### src/rtl/leds_scanner_multi.sv
// N-LED scanner: one lit head steps every DELAY_TICKS clocks (bounce, rotate
// left/right or hold), followed by up to three PWM-dimmed trail LEDs.
module leds_scanner_multi #(
    parameter int unsigned N_LEDS      = 8,
    parameter int unsigned DELAY_TICKS = 32'd50_000_000,
    parameter int unsigned TRAIL_LEN   = 2,
    parameter int unsigned PWM_BITS    = 4
) (
    input  logic                        clock,
    input  logic                        reset_n,
    input  logic                        enable,
    input  logic [1:0]                  mode,
    output logic [N_LEDS-1:0]           leds,
    output logic [$clog2(N_LEDS)-1:0]   position,
    output logic                        dir_up
);

    localparam int unsigned      POS_W      = $clog2(N_LEDS);
    localparam int unsigned      HIST_DEPTH = (TRAIL_LEN > 0) ? TRAIL_LEN : 1;
    localparam logic [POS_W-1:0] POS_LAST   = POS_W'(N_LEDS - 1);
    localparam logic [POS_W-1:0] POS_PENULT = POS_W'(N_LEDS - 2);
    localparam logic [POS_W-1:0] POS_ONE    = POS_W'(1);
    localparam logic [31:0]      TICK_LAST  = 32'(DELAY_TICKS - 1);

    typedef enum logic [1:0] {
        MODE_BOUNCE = 2'd0,
        MODE_LEFT   = 2'd1,
        MODE_RIGHT  = 2'd2,
        MODE_HOLD   = 2'd3
    } mode_t;

    mode_t               mode_sel;
    logic [31:0]         tick_cnt;
    logic                run;
    logic                step;
    logic [POS_W-1:0]    pos_next;
    logic                dir_next;
    logic [POS_W-1:0]    hist [1:HIST_DEPTH];
    logic [PWM_BITS-1:0] pwm_cnt;
    logic [N_LEDS-1:0]   leds_next;

    assign mode_sel = mode_t'(mode);
    assign run      = enable && (mode_sel != MODE_HOLD);
    assign step     = run && (tick_cnt == TICK_LAST);

    // NOTE: state registers use non-blocking assignments so every flop samples pre-edge values.
    always_ff @(posedge clock or negedge reset_n) begin
        if (!reset_n) begin
            tick_cnt <= '0;
        end else if (run) begin
            tick_cnt <= step ? '0 : tick_cnt + 32'd1;
        end
    end

    // NOTE: defaults first so every path assigns both outputs and no latch is inferred.
    always_comb begin
        pos_next = position;
        dir_next = dir_up;
        case (mode_sel)
            MODE_LEFT: begin
                pos_next = (position == POS_LAST) ? '0 : position + POS_ONE;
                dir_next = 1'b1;
            end
            MODE_RIGHT: begin
                pos_next = (position == '0) ? POS_LAST : position - POS_ONE;
                dir_next = 1'b0;
            end
            MODE_BOUNCE: begin
                if (dir_up) begin
                    if (position == POS_LAST) begin
                        pos_next = position - POS_ONE;
                        dir_next = 1'b0;
                    end else begin
                        pos_next = position + POS_ONE;
                        dir_next = (position != POS_PENULT);
                    end
                end else begin
                    if (position == '0) begin
                        pos_next = POS_ONE;
                        dir_next = 1'b1;
                    end else begin
                        pos_next = position - POS_ONE;
                        dir_next = (position == POS_ONE);
                    end
                end
            end
            default: ;
        endcase
    end

    always_ff @(posedge clock or negedge reset_n) begin
        if (!reset_n) begin
            position <= '0;
            dir_up   <= 1'b1;
        end else if (step) begin
            position <= pos_next;
            dir_up   <= dir_next;
        end
    end

    // NOTE: the history is a tiny register file, so it is reset like any flop to keep the trail defined.
    always_ff @(posedge clock or negedge reset_n) begin
        if (!reset_n) begin
            for (int k = 1; k <= int'(HIST_DEPTH); k++) hist[k] <= '0;
        end else if (step) begin
            hist[1] <= position;
            for (int k = 2; k <= int'(HIST_DEPTH); k++) hist[k] <= hist[k-1];
        end
    end

    always_ff @(posedge clock or negedge reset_n) begin
        if (!reset_n) begin
            pwm_cnt <= '0;
        end else begin
            pwm_cnt <= pwm_cnt + PWM_BITS'(1);
        end
    end

    // Trail LED k gets a 1/2^k duty; the head is ORed on top at full brightness.
    always_comb begin
        leds_next = '0;
        for (int k = 1; k <= int'(TRAIL_LEN); k++) begin
            if ({1'b0, pwm_cnt} < ((PWM_BITS+1)'(1) << (PWM_BITS - k))) begin
                leds_next[hist[k]] = 1'b1;
            end
        end
        leds_next[position] = 1'b1;
    end

    always_ff @(posedge clock or negedge reset_n) begin
        if (!reset_n) begin
            leds <= N_LEDS'(1);
        end else begin
            leds <= leds_next;
        end
    end

endmodule

### config.mk
export PLATFORM = sky130hd
export DESIGN_NAME = leds_scanner_multi
export DESIGN_NICKNAME = d
export VERILOG_FILES = /design/src/rtl/leds_scanner_multi.sv
export SDC_FILE = /design/constraint.sdc
export NUM_CORES = 1
export LEC_CHECK = 0
export CAP_MARGIN = 20
export CORE_AREA = 5 5 91 93
export CTS_BUF_LIST = sky130_fd_sc_hd__clkbuf_4 sky130_fd_sc_hd__clkbuf_8
export DETAILED_ROUTE_END_ITERATION = 8
export DIE_AREA = 0 0 96 98
export GPL_TIMING_DRIVEN = 0
export PLACE_DENSITY_LB_ADDON = 0.3
export SYNTH_ARGS = -nofsm -noshare
export SYNTH_HDL_FRONTEND = slang
export SYNTH_SLANG_ARGS = --single-unit
export TNS_END_PERCENT = 100
### constraint.sdc
create_clock -name clock -period 4 [get_ports clock]
set_clock_uncertainty 0.05 [all_clocks]
set_input_delay 0.6 -clock clock [delete_from_list [all_inputs] [get_ports clock]]
set_output_delay 0.6 -clock clock [all_outputs]
set_load 0.02 [all_outputs]
* After elaboration in Yosys (flattened, before gate mapping)
Index checks and enable logic that the tools add are counted. Widths: inputs -> output; s select.
Operators by class: magnitude comparators 8, bitwise gates (word level) 2, reductions and logical operators 9, multiplexer cells 19, equal/unequal tests 7, add/subtract/negate cells 4
Operator list (count):
- $add 32x1->32 const B | 1
- $eq 32x26->1 const B | 1
- $mux 32 | 1
- $mux 8 | 2
- $or 8x8->8 | 2
- $mux 3 | 5
- $lt 3x4->1 const B | 3
- $demux 1 s3 | 3
- $ge 3x1->1 const B | 3
- $pmux 3 s3 | 1
- $mux 1 | 6
- $logic_and 1x1->1 | 5
- $add 4x1->4 const B | 1
- $lt 4x3->1 const B | 1
- $lt 4x4->1 const B | 1
- $add 3x1->3 const B | 1
- $eq 3x1->1 const B | 1
- $eq 3x3->1 const B | 1
- $logic_not 3->1 | 1
- $ne 3x3->1 const B | 1
- $pmux 1 s3 | 1
- $reduce_bool 3->1 | 1
- $sub 3x1->3 const B | 1
- $eq 2x1->1 const B | 1
- other kinds (4) | 4
Storage, ports and cells: word-level logic and storage cells 56, output and inout bits 12, input bits 5, register bits 54

* Depth between registers and ports, before layout
depth in word-level cells 8, gate-level depth with buffers 8, depth with buffers taken out 8

* Worst setup path before layout
OpenSTA, ideal clock, no wires.
path kind input -> register, from input port mode[0], to register hist[0] (netlist bit), required time 3.825 ns, library setup time 0.125 ns, path slack 1.863 ns, path buffers 1, cell stages on the path 5, data arrival time 1.963 ns, cell sequence buf_2 a21boi_2 nand4_1 nor4_4 mux2_2
On the way: word-level cells in the longest chain between the ends 3
Ends and longest elaborated chain:
- start: declaration | line 12 | input logic [1:0] mode,
- $ne 2x2->1 | line 43 | assign run = enable && (mode_sel != MODE_HOLD);
- $logic_and 1x1->1 | line 43
- $logic_and 1x1->1 | line 44 | assign step = run && (tick_cnt == TICK_LAST);
- end: declaration | line 38 | logic [POS_W-1:0] hist [1:HIST_DEPTH];
No other way between the ends. A chain may end at the register's enable or synchronous reset.

* Worst setup path in the final report
from input port mode[1], to register tick_cnt[7]
On the way: word-level cells in the longest chain between the ends 4
Ends and longest elaborated chain:
- $ne 2x2->1 (*) | line 43
- $logic_and 1x1->1 (*) | line 43
- $logic_and 1x1->1 | line 44
- $mux 32 | line 51 | tick_cnt <= step ? '0 : tick_cnt + 32'd1;
- end signal: assignment | line 51
- end: declaration | line 33 | logic [31:0] tick_cnt;
Mark *: on every way between the ends. The rest lies on a longest branch, timed or not.

==> key figures <==
Synth
  • Register area share after synthesis: 0.475
  • Post-synth cell types: slightly above 50
  • Yosys reg bits: 54
  • Mapped Cells: 282
  • Post-synth EDFFs: 0
  • Main synth FF type: dfrtp_1
  • Yosys warning count: 0
  • Synth Cell Area: ~2900 sq um
  • Async SR Flop Fraction: 1.00
  • Syn avg cell area: slightly above 10 sq um
  • Mapped Nets: slightly below 300

Worst setup path
  • WS Path Type: primary input to flip-flop
  • Crit. End Element: flip-flop
  • Max FO, Critical Path: 10
  • WP data arrival: 2.63 ns
  • Startpoint type of the worst setup path: primary input
  • WP data required: 4.16 ns

Pwr
  • PD cells: 319 nW/um^2
  • Flop pwr share: 0.589
  • Power, Total: 1.03 mW
  • Sw frac: 0.277
  • Sw Pwr: 0.286 mW
  • Maximum vdd drop: ~0.17 mV
  • Power share of the clock group: 0.322
  • Leakage: 1.42 nW
  • Combinational group share of total power: 0.088
  • Int Pwr: 0.748 mW

Cells and area
  • Layout area overhead: 13.7%
  • N_diodes: 0
  • Final Non-Filler Cells: a little over 400
  • Filler instances: between 700 and 800
  • Final nets: approximately 320
  • Share of post-route cells with drive strength above 1: 0.111

STA
  • RSZ-0062 raised after global routing: false
  • Max_slew headroom: 0.498
  • Max-slew violation count: 0
  • Final hold violation count: 0
  • Setup violators final: 0
  • Worst-margin pin slew: about 0.75 ns
  • Setup tns final: 0 ns
  • Post-route clock period utilization: 0.617
  • Post-layout minimum cycle time: 2.47 ns
  • FMAX: ~0.4 GHz

Detailed routing
  • Remaining antenna violation count: 0
  • DRC violations left: 0
  • Vias post-DR: 2145
  • Vias per inst: between 5 and 6
  • Router iterations before antenna repair: 4
  • Initial drt markers: 115
  • Wirelength per Cell: between 10 and 15 microns
  • Drt total wl: 5530 microns

Clock network
  • Clock Path Buffers: 2
  • CTS tree: yes
  • Hold buffers post-CTS: 0
  • Worst-Skew Late Latency: between 0.3 and 0.4 ns
  • Root Buffer: clkbuf_8
  • Sink Count: 54
  • H-tree levels: 2
  • Num CTS Buffers: 5
  • Resize count post-CTS: 0
  • Register clock-pin slew on the reported worst setup and hold paths: 0.11 ns
  • Post-CTS setup buffers: 0

GRT
  • Pin count of the biggest net entering global routing: 39
  • GRT Total Usage: 0.132
  • Initial antenna violation count: 0
  • Vias in the first global route: 2090
  • Remaining global-route overflow: 0
  • Global-route wire length before repair: 9960 microns

Floorplanning
  • Die span in y: 98 microns
  • I/O Pins: 17
  • Die ar.: between 9000 and 10000 sq um
  • Initial cell density of the core: 0.383
  • Die Wd: roughly 96 microns
  • Row cnt: 32
  • Total core area: about 7400 sq um

Placement
  • Placed cell count: 400
  • IO Port Bufs: 15
  • Routability cong.: about 0.85
  • Hpwl dp: ~4000 microns

Run
  • Max Cap Violations: 0

Run status
  • Status: complete, no violations

Min path
  • Min-Delay Path Class: primary input to async pin
[path summary, 6_finish.rpt]
kind	startpoint	to	slack [ns]	cells past startpoint
max	mode[1]	tick_cnt[7]	1.53	7
min	reset_n	tick_cnt[2]	0.15	1
max reg2reg	position[0]	position[2]	1.78	8
min reg2reg	pwm_cnt[0]	pwm_cnt[0]	0.40	1
max in group asynchronous	reset_n	leds[0]	3.16	2
min in group clock	pwm_cnt[0]	pwm_cnt[0]	0.40	1
[layer usage]
metal,wire (microns),track usage,vias to the layer above
met5,0,0,-
met4,31,0.0416,0
met3,220,0.0270,2
met2,2630,0.199,36
met1,2640,0.187,1048
li1,-,-,1059
[worst max-delay path, cell delays in order]
cell	delay (ns)
clkdlybuf4s50_1	0.54
a21boi_2	0.27
nand4_1	0.23
nor4_4	0.54
buf_6	0.21
buf_6	0.16
nor2_1	0.06
[power by group through the flow]
stage / registers [mW] / logic (mW) / clock network [mW]
floorplan: 0.611 / 0.0652 / 0
global placement: 0.620 / 0.0887 / 0
detailed placement: 0.618 / 0.0935 / 0
CTS: 0.608 / 0.0935 / 0.344
global route: 0.614 / 0.107 / 0.370
finish: 0.609 / 0.0913 / 0.333
[registers in the layout, summed over array words and instances, names as in the netlist]
name and cells:
dir_up 1, pwm_cnt 4, tick_cnt 32, leds 8, hist 6, position 3
[cell usage in the layout, fill, tap and decap left out, types with 2 or more instances in the layout]
cell / count
buf_6: 2
clkdlybuf4s50_1: 14
nand2b_1: 3
nor4b_1: 2
nand4_1: 13
nor4_1: 6
clkbuf_1: 4
o21ai_0: 6
xor2_1: 14
and2_1: 2
nand3_1: 15
nor2b_1: 3
o221ai_1: 3
nor3_1: 6
and4_1: 2
ha_1: 9
dfstp_2: 2
nand2_1: 25
buf_2: 4
o211ai_1: 2
and3_1: 4
o31ai_1: 2
a221o_1: 2
a21oi_1: 10
dfrtp_1: 52
nor2_1: 28
clkbuf_8: 5
or3_1: 4
inv_1: 12
a31oi_1: 2
nor4_4: 3
xnor2_1: 14
mux2_2: 5
a211oi_1: 3
[stage by stage]
| step | setup slack [ns] | hold WS [ns] | util | area (sq um) |
|---|---|---|---|---|
| final | 1.53 | 0.151 | 0.435 | 3240 |
| after global routing | 1.30 | 0.157 | 0.435 | 3240 |
| after CTS | 1.48 | 0.158 | 0.435 | 3240 |
| after detailed placement | 1.15 | 0.396 | 0.422 | 3150 |
| after global placement | 0.601 | 0.386 | 0.420 | 3130 |
| after floorplan | 1.86 | 0.254 | - | 2850 |
[Yosys cell counts, types with 2 or more instances]
cell type,number,area [sq um]
a211oi_1,3,22.5
a21oi_1,10,50.1
a221o_1,2,20.0
a31oi_1,2,12.5
and2_1,2,12.5
and3_1,4,25.0
and4_1,2,17.5
buf_2,3,15.0
buf_6,2,22.5
clkbuf_1,4,15.0
dfrtp_1,52,1300
dfstp_2,2,52.6
ha_1,9,113
inv_1,12,45.0
mux2_2,5,56.3
nand2_1,25,93.8
nand2b_1,3,18.8
nand3_1,15,75.1
nand4_1,13,81.3
nor2_1,28,105
nor2b_1,3,18.8
nor3_1,6,30.0
nor4_1,6,37.5
nor4_4,3,63.8
nor4b_1,2,17.5
o211ai_1,2,15.0
o21ai_0,6,30.0
o221ai_1,3,26.3
o31ai_1,2,15.0
or3_1,4,25.0
xnor2_1,14,123
xor2_1,14,123
[layout make-up]
cell class / count / area [sq um] / area share
sequential: 54 / 1350 / 0.417
tap: 102 / 128 / 0.0394
timing repair buffer: 16 / 165 / 0.0509
multi-input combinational: 207 / 1400 / 0.432
clock buffer: 5 / 68.8 / 0.0212
clock inverter: 3 / 28.8 / 0.00887
inverter: 12 / 45.0 / 0.0139
buffer: 9 / 52.6 / 0.0162
[cells by family after synthesis]
| group | share of synthesized area |
|---|---|
| XOR/XNOR | 0.0860 |
| multiplexers | 0.0232 |
| adder cells (fa/ha/maj) | 0.0395 |
| AO/OA/AOI/OAI | 0.0956 |
| flip-flops | 0.475 |
| AND/OR/NAND/NOR | 0.247 |
| buffers and inverters | 0.0342 |
Power figures use the tool's default switching activity.
